## config.mk

```make
export PLATFORM = sky130hd
export DESIGN_NAME = ladder_result_serializer_flat
export DESIGN_NICKNAME = d
export VERILOG_FILES = /design/src/rtl/ladder_result_serializer_if.sv /design/src/rtl/ladder_result_serializer.sv /design/src/flat_wrapper.sv
export SDC_FILE = /design/constraint.sdc
export NUM_CORES = 2
export LEC_CHECK = 0
export ABC_AREA = 1
export CORE_MARGIN = 2
export CORE_UTILIZATION = 35
export CTS_BUF_LIST = sky130_fd_sc_hd__clkbuf_8
export CTS_CLUSTER_DIAMETER = 200
export DETAILED_ROUTE_END_ITERATION = 7
export GPL_ROUTABILITY_DRIVEN = 0
export PLACE_DENSITY_LB_ADDON = 0.1
export SYNTH_ARGS = -nofsm -noshare
export SYNTH_HDL_FRONTEND = slang
export SYNTH_SLANG_ARGS = --single-unit
```

## constraint.sdc

```tcl
create_clock -name clk -period 3.3 [get_ports clk]
set_clock_uncertainty 0.05 [all_clocks]
set_input_delay 0.66 -clock clk [delete_from_list [all_inputs] [get_ports clk]]
set_output_delay 0.66 -clock clk [all_outputs]
set_load 0.005 [all_outputs]
```

## src/rtl/ladder_result_serializer_if.sv

```systemverilog
// Output word bus of the ladder result serializer: 56-bit beats, valid/ready, last marker.
interface ladder_result_serializer_if #(
    parameter int WORD_W = 56
);
    logic [WORD_W-1:0] bus_output;
    logic              bus_valid;
    logic              bus_ready;
    logic              bus_last;

    // The serializer drives data/valid/last and receives ready.
    modport master (
        output bus_output,
        output bus_valid,
        output bus_last,
        input  bus_ready
    );

    // The sink receives data/valid/last and drives ready.
    modport slave (
        input  bus_output,
        input  bus_valid,
        input  bus_last,
        output bus_ready
    );
endinterface

```

## src/rtl/ladder_result_serializer.sv

```systemverilog
// Latches a finished ladder result (X, optionally Z) and streams it out
// least-significant word first as WORD_W-bit beats. Every output is a flop;
// the next-beat values are precomputed from the next state, so ready and load
// never reach an output combinationally.
module ladder_result_serializer #(
    parameter int WORD_W = 56,
    parameter int WORDS  = 8
) (
    input  logic                      clk,
    input  logic                      reset,
    input  logic                      load,
    input  logic [WORD_W*WORDS-1:0]   x_in,
    input  logic [WORD_W*WORDS-1:0]   z_in,
    input  logic                      send_z,
    ladder_result_serializer_if.master bus,
    output logic                      busy,
    output logic                      frame_done,
    output logic                      overrun
);
    localparam int OP_W  = WORD_W * WORDS;
    localparam int CNT_W = (WORDS > 1) ? $clog2(WORDS) : 1;
    localparam logic [CNT_W-1:0] LAST_K = CNT_W'(WORDS - 1);

    typedef enum logic [1:0] {
        IDLE   = 2'd0,
        SEND_X = 2'd1,
        SEND_Z = 2'd2
    } state_t;

    state_t            state_q, state_d;
    logic [CNT_W-1:0]  cnt_q, cnt_d;
    logic [OP_W-1:0]   x_hold_q, x_hold_d;
    logic [OP_W-1:0]   z_hold_q, z_hold_d;
    logic              send_z_q, send_z_d;
    logic [WORD_W-1:0] bus_output_q, bus_output_d;
    logic              bus_valid_q, bus_valid_d;
    logic              bus_last_q, bus_last_d;
    logic              busy_q, busy_d;
    logic              frame_done_q, frame_done_d;
    logic              overrun_q, overrun_d;

    logic              hs;
    logic              final_hs;
    logic              accept;

    // Next-state, hold capture, and next registered output values.
    always_comb begin
        state_d      = state_q;
        cnt_d        = cnt_q;
        x_hold_d     = x_hold_q;
        z_hold_d     = z_hold_q;
        send_z_d     = send_z_q;

        hs       = bus_valid_q && bus.bus_ready;
        final_hs = hs && (cnt_q == LAST_K) &&
                   ((state_q == SEND_Z) || ((state_q == SEND_X) && !send_z_q));
        // A new result may enter when idle, or exactly as the last beat leaves.
        accept   = load && ((state_q == IDLE) || final_hs);

        if (accept) begin
            x_hold_d = x_in;
            z_hold_d = z_in;
            send_z_d = send_z;
            cnt_d    = '0;
            state_d  = SEND_X;
        end else if (hs) begin
            case (state_q)
                SEND_X: begin
                    if (cnt_q != LAST_K) begin
                        cnt_d = cnt_q + 1'b1;
                    end else if (send_z_q) begin
                        cnt_d   = '0;
                        state_d = SEND_Z;
                    end else begin
                        cnt_d   = '0;
                        state_d = IDLE;
                    end
                end
                SEND_Z: begin
                    if (cnt_q != LAST_K) begin
                        cnt_d = cnt_q + 1'b1;
                    end else begin
                        cnt_d   = '0;
                        state_d = IDLE;
                    end
                end
                default: begin
                    cnt_d   = '0;
                    state_d = IDLE;
                end
            endcase
        end

        // Outputs reflect the beat that will be presented after this edge.
        bus_output_d = '0;
        case (state_d)
            SEND_X:  bus_output_d = x_hold_d[WORD_W*int'(cnt_d) +: WORD_W];
            SEND_Z:  bus_output_d = z_hold_d[WORD_W*int'(cnt_d) +: WORD_W];
            default: bus_output_d = '0;
        endcase
        bus_valid_d  = (state_d != IDLE);
        bus_last_d   = (cnt_d == LAST_K) &&
                       ((state_d == SEND_Z) || ((state_d == SEND_X) && !send_z_d));
        busy_d       = (state_d != IDLE);
        frame_done_d = final_hs;
        overrun_d    = load && !accept;
    end

    // All state and outputs, cleared asynchronously (partial frame discarded).
    always_ff @(posedge clk or negedge reset) begin
        if (!reset) begin
            state_q      <= IDLE;
            cnt_q        <= '0;
            x_hold_q     <= '0;
            z_hold_q     <= '0;
            send_z_q     <= 1'b0;
            bus_output_q <= '0;
            bus_valid_q  <= 1'b0;
            bus_last_q   <= 1'b0;
            busy_q       <= 1'b0;
            frame_done_q <= 1'b0;
            overrun_q    <= 1'b0;
        end else begin
            state_q      <= state_d;
            cnt_q        <= cnt_d;
            x_hold_q     <= x_hold_d;
            z_hold_q     <= z_hold_d;
            send_z_q     <= send_z_d;
            bus_output_q <= bus_output_d;
            bus_valid_q  <= bus_valid_d;
            bus_last_q   <= bus_last_d;
            busy_q       <= busy_d;
            frame_done_q <= frame_done_d;
            overrun_q    <= overrun_d;
        end
    end

    assign bus.bus_output = bus_output_q;
    assign bus.bus_valid  = bus_valid_q;
    assign bus.bus_last   = bus_last_q;
    assign busy           = busy_q;
    assign frame_done     = frame_done_q;
    assign overrun        = overrun_q;

endmodule

```

## src/flat_wrapper.sv

```systemverilog
// flat-port wrapper written by rule: the top's interface ports become plain ports
module ladder_result_serializer_flat 
#(
    parameter int WORD_W = 56,
    parameter int WORDS  = 8
)
  (clk, reset, load, x_in, z_in, send_z, busy, frame_done, overrun, bus_bus_output, bus_bus_valid, bus_bus_last, bus_bus_ready);
  ladder_result_serializer_if #(.WORD_W(WORD_W)) bus_i ();
  input  logic clk;
  input  logic reset;
  input  logic load;
  input  logic [WORD_W*WORDS-1:0] x_in;
  input  logic [WORD_W*WORDS-1:0] z_in;
  input  logic send_z;
  output logic busy;
  output logic frame_done;
  output logic overrun;
  output wire logic [$bits(bus_i.bus_output)-1:0] bus_bus_output;
  output wire logic [$bits(bus_i.bus_valid)-1:0] bus_bus_valid;
  output wire logic [$bits(bus_i.bus_last)-1:0] bus_bus_last;
  input wire logic [$bits(bus_i.bus_ready)-1:0] bus_bus_ready;
  assign bus_bus_output = bus_i.bus_output;
  assign bus_bus_valid = bus_i.bus_valid;
  assign bus_bus_last = bus_i.bus_last;
  assign bus_i.bus_ready = bus_bus_ready;
  ladder_result_serializer #(.WORD_W(WORD_W), .WORDS(WORDS)) u_core (.clk(clk), .reset(reset), .load(load), .x_in(x_in), .z_in(z_in), .send_z(send_z), .bus(bus_i), .busy(busy), .frame_done(frame_done), .overrun(overrun));
endmodule
```

==> summary.md <==
| Metric | Value |
|---|---|
| #FFs+latches synth | `962` |
| Mux share of post-synthesis cell area | `0` |
| Routed WL per cell | `21.6 µm` |
| Distinct cells, synth | `26` |
| Clk_lat worst skew | `0.89 ns` |
| DR vias | `46642` |
| Gr usage total | `0.288` |
| Min-Delay Path Depth | `3` |
| Number of I/O pins | `962` |
| Initial Util | `0.352` |
| Synth Cell Area | `0.0482 mm²` |
| Mean Syn Cell Area | `7.46 µm²` |
| Min-delay worst type | `primary input to flip-flop` |
| Worst Setup Start Kind | `flip-flop` |
| Syn_nets | `7379` |
| Clock Power Share | `0.161` |
| DIE AREA | `0.141 mm²` |
| Pint | `37.4 mW` |
| Gate Count Post-Synth | `6469` |
| Post-layout total power | `67.3 mW` |
| Worst R2R Path Depth | `17` |
| Fin crit share | `0.959` |
| Via density | `4.87` |
| Simple-Gate Fraction of Synth Area | `0.393` |
| R2R Setup Slk | `0.13 ns` |
| Clock slew seen by the registers of the worst setup and hold paths | `0.07 ns` |
| Congestion Overflow GR | `0` |
| Warnings, synthesis | `0` |
| Final min period | `3.17 ns` |
| Synth Area in Adders | `0.00233` |
| Clock Sink Count | `962` |
| Chip Height | `375 µm` |
| Worst VDD drop | `550 µV` |
| Net switching power | `29.9 mW` |
| Critical path arrival | `3.88 ns` |
| Util after Layout | `0.484` |
| Worst Tran Pin Value | `0.701 ns` |
| Combinational power share | `0.559` |
| Status | `complete, no violations` |
| Routed WL | `207 mm` |
| Post-synthesis to final-layout area growth | `37.7%` |
| Max-cap violation count | `0` |
| Num rows | `136` |
| Endpoints failing setup | `0` |
| CTS tree | `built` |
| First-pass GRT wire length | `302 mm` |
| Initial antenna violation count | `26` |
| Switching portion of total power | `0.444` |
| Fmax | `0.316 GHz` |
| Clk buf depth | `3` |
| H-tree levels | `4` |
| Vias in the first global route | `46178` |
| Max_slew headroom | `0.532` |
| Initial DRC Count | `3955` |
| Worst setup EP type | `flip-flop` |
| Worst Path Max Fanout | `36` |
| Die Width | `375 µm` |
| Count of pins over their slew limit | `0` |
| Pre-Repair DR Iteration Count | `8` |
| Post-synthesis compound-gate area fraction | `0.0220` |
| Post-layout nets | `8547` |
| Setup CP Type | `flip-flop to flip-flop` |
| Post-synthesis xor/xnor area fraction | `0` |
| Core region area | `0.137 mm²` |
| Pleak | `33.8 nW` |
| Largest family of logic cells by synthesized area | `simple AND/OR/NAND/NOR gates` |
| Largest net degree at the start of global routing | `133` |
| Input/output buffers | `961` |
| CTS Buf Count | `172` |
| Final HPWL DP | `154 mm` |
| Sequential power share | `0.280` |
| Sequential-to-total area share from yosys stat | `0.499` |
| Req. time, crit path | `4.01 ns` |
| Root Buffer | `clkbuf_8` |
| RSZ-0062 raised after global routing | `true` |
| DRC Markers | `0` |
| Power Dens Cells | `1010 mW/mm²` |
| Antenna-violating nets left | `0` |
| Post-CTS Setup Repair Bufs | `0` |
| Share of cells above drive strength 1 | `0.0915` |
| Hold Vio Cnt, Final | `0` |
-- power groups by stage --
stage | Clock, mW | Sequential, mW | Combinational [mW]
after detailed placement | 0 | 19.0 | 36.9
after CTS | 11.1 | 18.8 | 37.2
after global routing | 11.6 | 19.3 | 41.5
final | 10.8 | 18.9 | 37.7
after global placement | 0 | 18.9 | 36.7
after floorplan | 0 | 18.6 | 20.4
-- final cells by class --
class	count	area, µm²
Fill cell	13636	70700
Sequential cell	962	24100
Multi-Input combinational cell	4521	20300
Timing Repair Buffer	1409	14400
Clock buffer	206	2840
Tap cell	1794	2240
Inverter	571	2160
Clock inverter	88	399
Antenna cell	18	45.0
-- layout by cell type, fill, tap and decap left out, types with 18 or more instances in the layout --
cell type / synthesis / routed
nand2_1: 2628 / 2619
dfrtp_1: 962 / 962
clkdlybuf4s50_1: 0 / 959
nand3_1: 924 / 921
inv_1: 567 / 638
buf_4: 19 / 335
and2_1: 275 / 275
nor2_1: 280 / 265
nand3b_1: 220 / 220
clkbuf_8: 0 / 207
buf_12: 0 / 105
o21ai_0: 71 / 71
o21a_1: 55 / 55
o21ai_1: 46 / 46
diode_2: 0 / 18
-- cell families (layout without fill, tap and decap cells) --
family                   Yosys count  after routing
flip-flops                       962            962
AO/OA/AOI/OAI                    180            180
AND/OR/NAND/NOR                 4332           4332
other                              0             18
buffers and inverters            986           2274
adder cells (fa/ha/maj)            9              9
-- cell usage after synthesis, drive strengths merged --
cell / n / area, µm²
o21ai: 117 / 586
nand4: 1 / 6.26
o211a: 1 / 10.0
nor3: 1 / 5.00
ha: 9 / 113
nand3b: 220 / 1650
o21a: 55 / 413
o211ai: 2 / 15.0
nand2: 2631 / 9880
clkbuf: 136 / 510
buf: 279 / 1390
o31ai: 1 / 7.51
nand3: 924 / 4620
inv: 570 / 2140
clkinv: 1 / 3.75
dfrtp: 962 / 24100
nor2: 280 / 1050
and2: 275 / 1720
a21oi: 4 / 31.3
-- metrics by stage --
stage                     area (µm²)  hold WS [ns]  worst slack (ns)  instances  TNS [ns]
final                          66400         0.178             0.135       9569         0
after global routing           66400         0.121           -0.0486       9566    -0.151
after CTS                      66200        0.0843            0.0330       9550         0
after detailed placement       63000         0.407            -0.680       9255    -18.03
after global placement         63000         0.399            -0.715       9255    -18.60
after floorplan                48200         0.314           -0.0376       6469     -1.78
-- worst paths after layout --
path | startpoint | endpoint
worst max-delay path | u_core.cnt_q[0]$_DFF_PN0_ | u_core.bus.bus_output[4]$_DFF_PN0_
worst min register to register | u_core.z_hold_q[166]$_DFF_PN0_ | u_core.z_hold_q[166]$_DFF_PN0_
worst max register to register | u_core.cnt_q[0]$_DFF_PN0_ | u_core.bus.bus_output[4]$_DFF_PN0_
worst min-delay path | load | u_core.overrun$_DFF_PN0_
min in group asynchronous | reset | u_core.x_hold_q[73]$_DFF_PN0_
max in group asynchronous | reset | u_core.x_hold_q[156]$_DFF_PN0_
-- critical path, stage by stage, from the launching register on --
cell	delay [ns]
dfrtp_1	0.39
ha_1	0.22
ha_1	0.23
inv_2	0.09
nor2_1	0.05
nand2_2	0.13
nand2_4	0.09
nand2_8	0.06
buf_4	0.19
nand2_8	0.10
inv_8	0.21
buf_12	0.25
buf_4	0.22
nand3_2	0.17
nand3_1	0.13
nand3_1	0.08
nand2_1	0.25
nor2_1	0.07
-- repair_timing --
action,in CTS,in global routing
hold buffers,1,0
resized for setup,7,32
hold endpoints to repair,34,0
setup endpoints to repair,7,36
gates cloned,0,1
-- routing by layer --
| layer | wire, µm | vias up | track usage |
|---|---|---|---|
| met5 | 53 | - | 0 |
| met4 | 7630 | 8 | 0.114 |
| met3 | 14000 | 307 | 0.0544 |
| met2 | 89300 | 1727 | 0.426 |
| met1 | 95700 | 22232 | 0.413 |
| li1 | - | 22368 | - |
-- sequential cells by signal, summed over array words and instances, names as in the netlist --
name / cells
u_core.x_hold_q: 448
u_core.z_hold_q: 448
u_core.bus.bus_output: 56
u_core.cnt_q: 3
u_core.state_q: 2
u_core.bus.bus_last: 1
u_core.bus.bus_valid: 1
u_core.frame_done: 1
u_core.overrun: 1
u_core.send_z_q: 1
(Power assumes the default switching activity.)
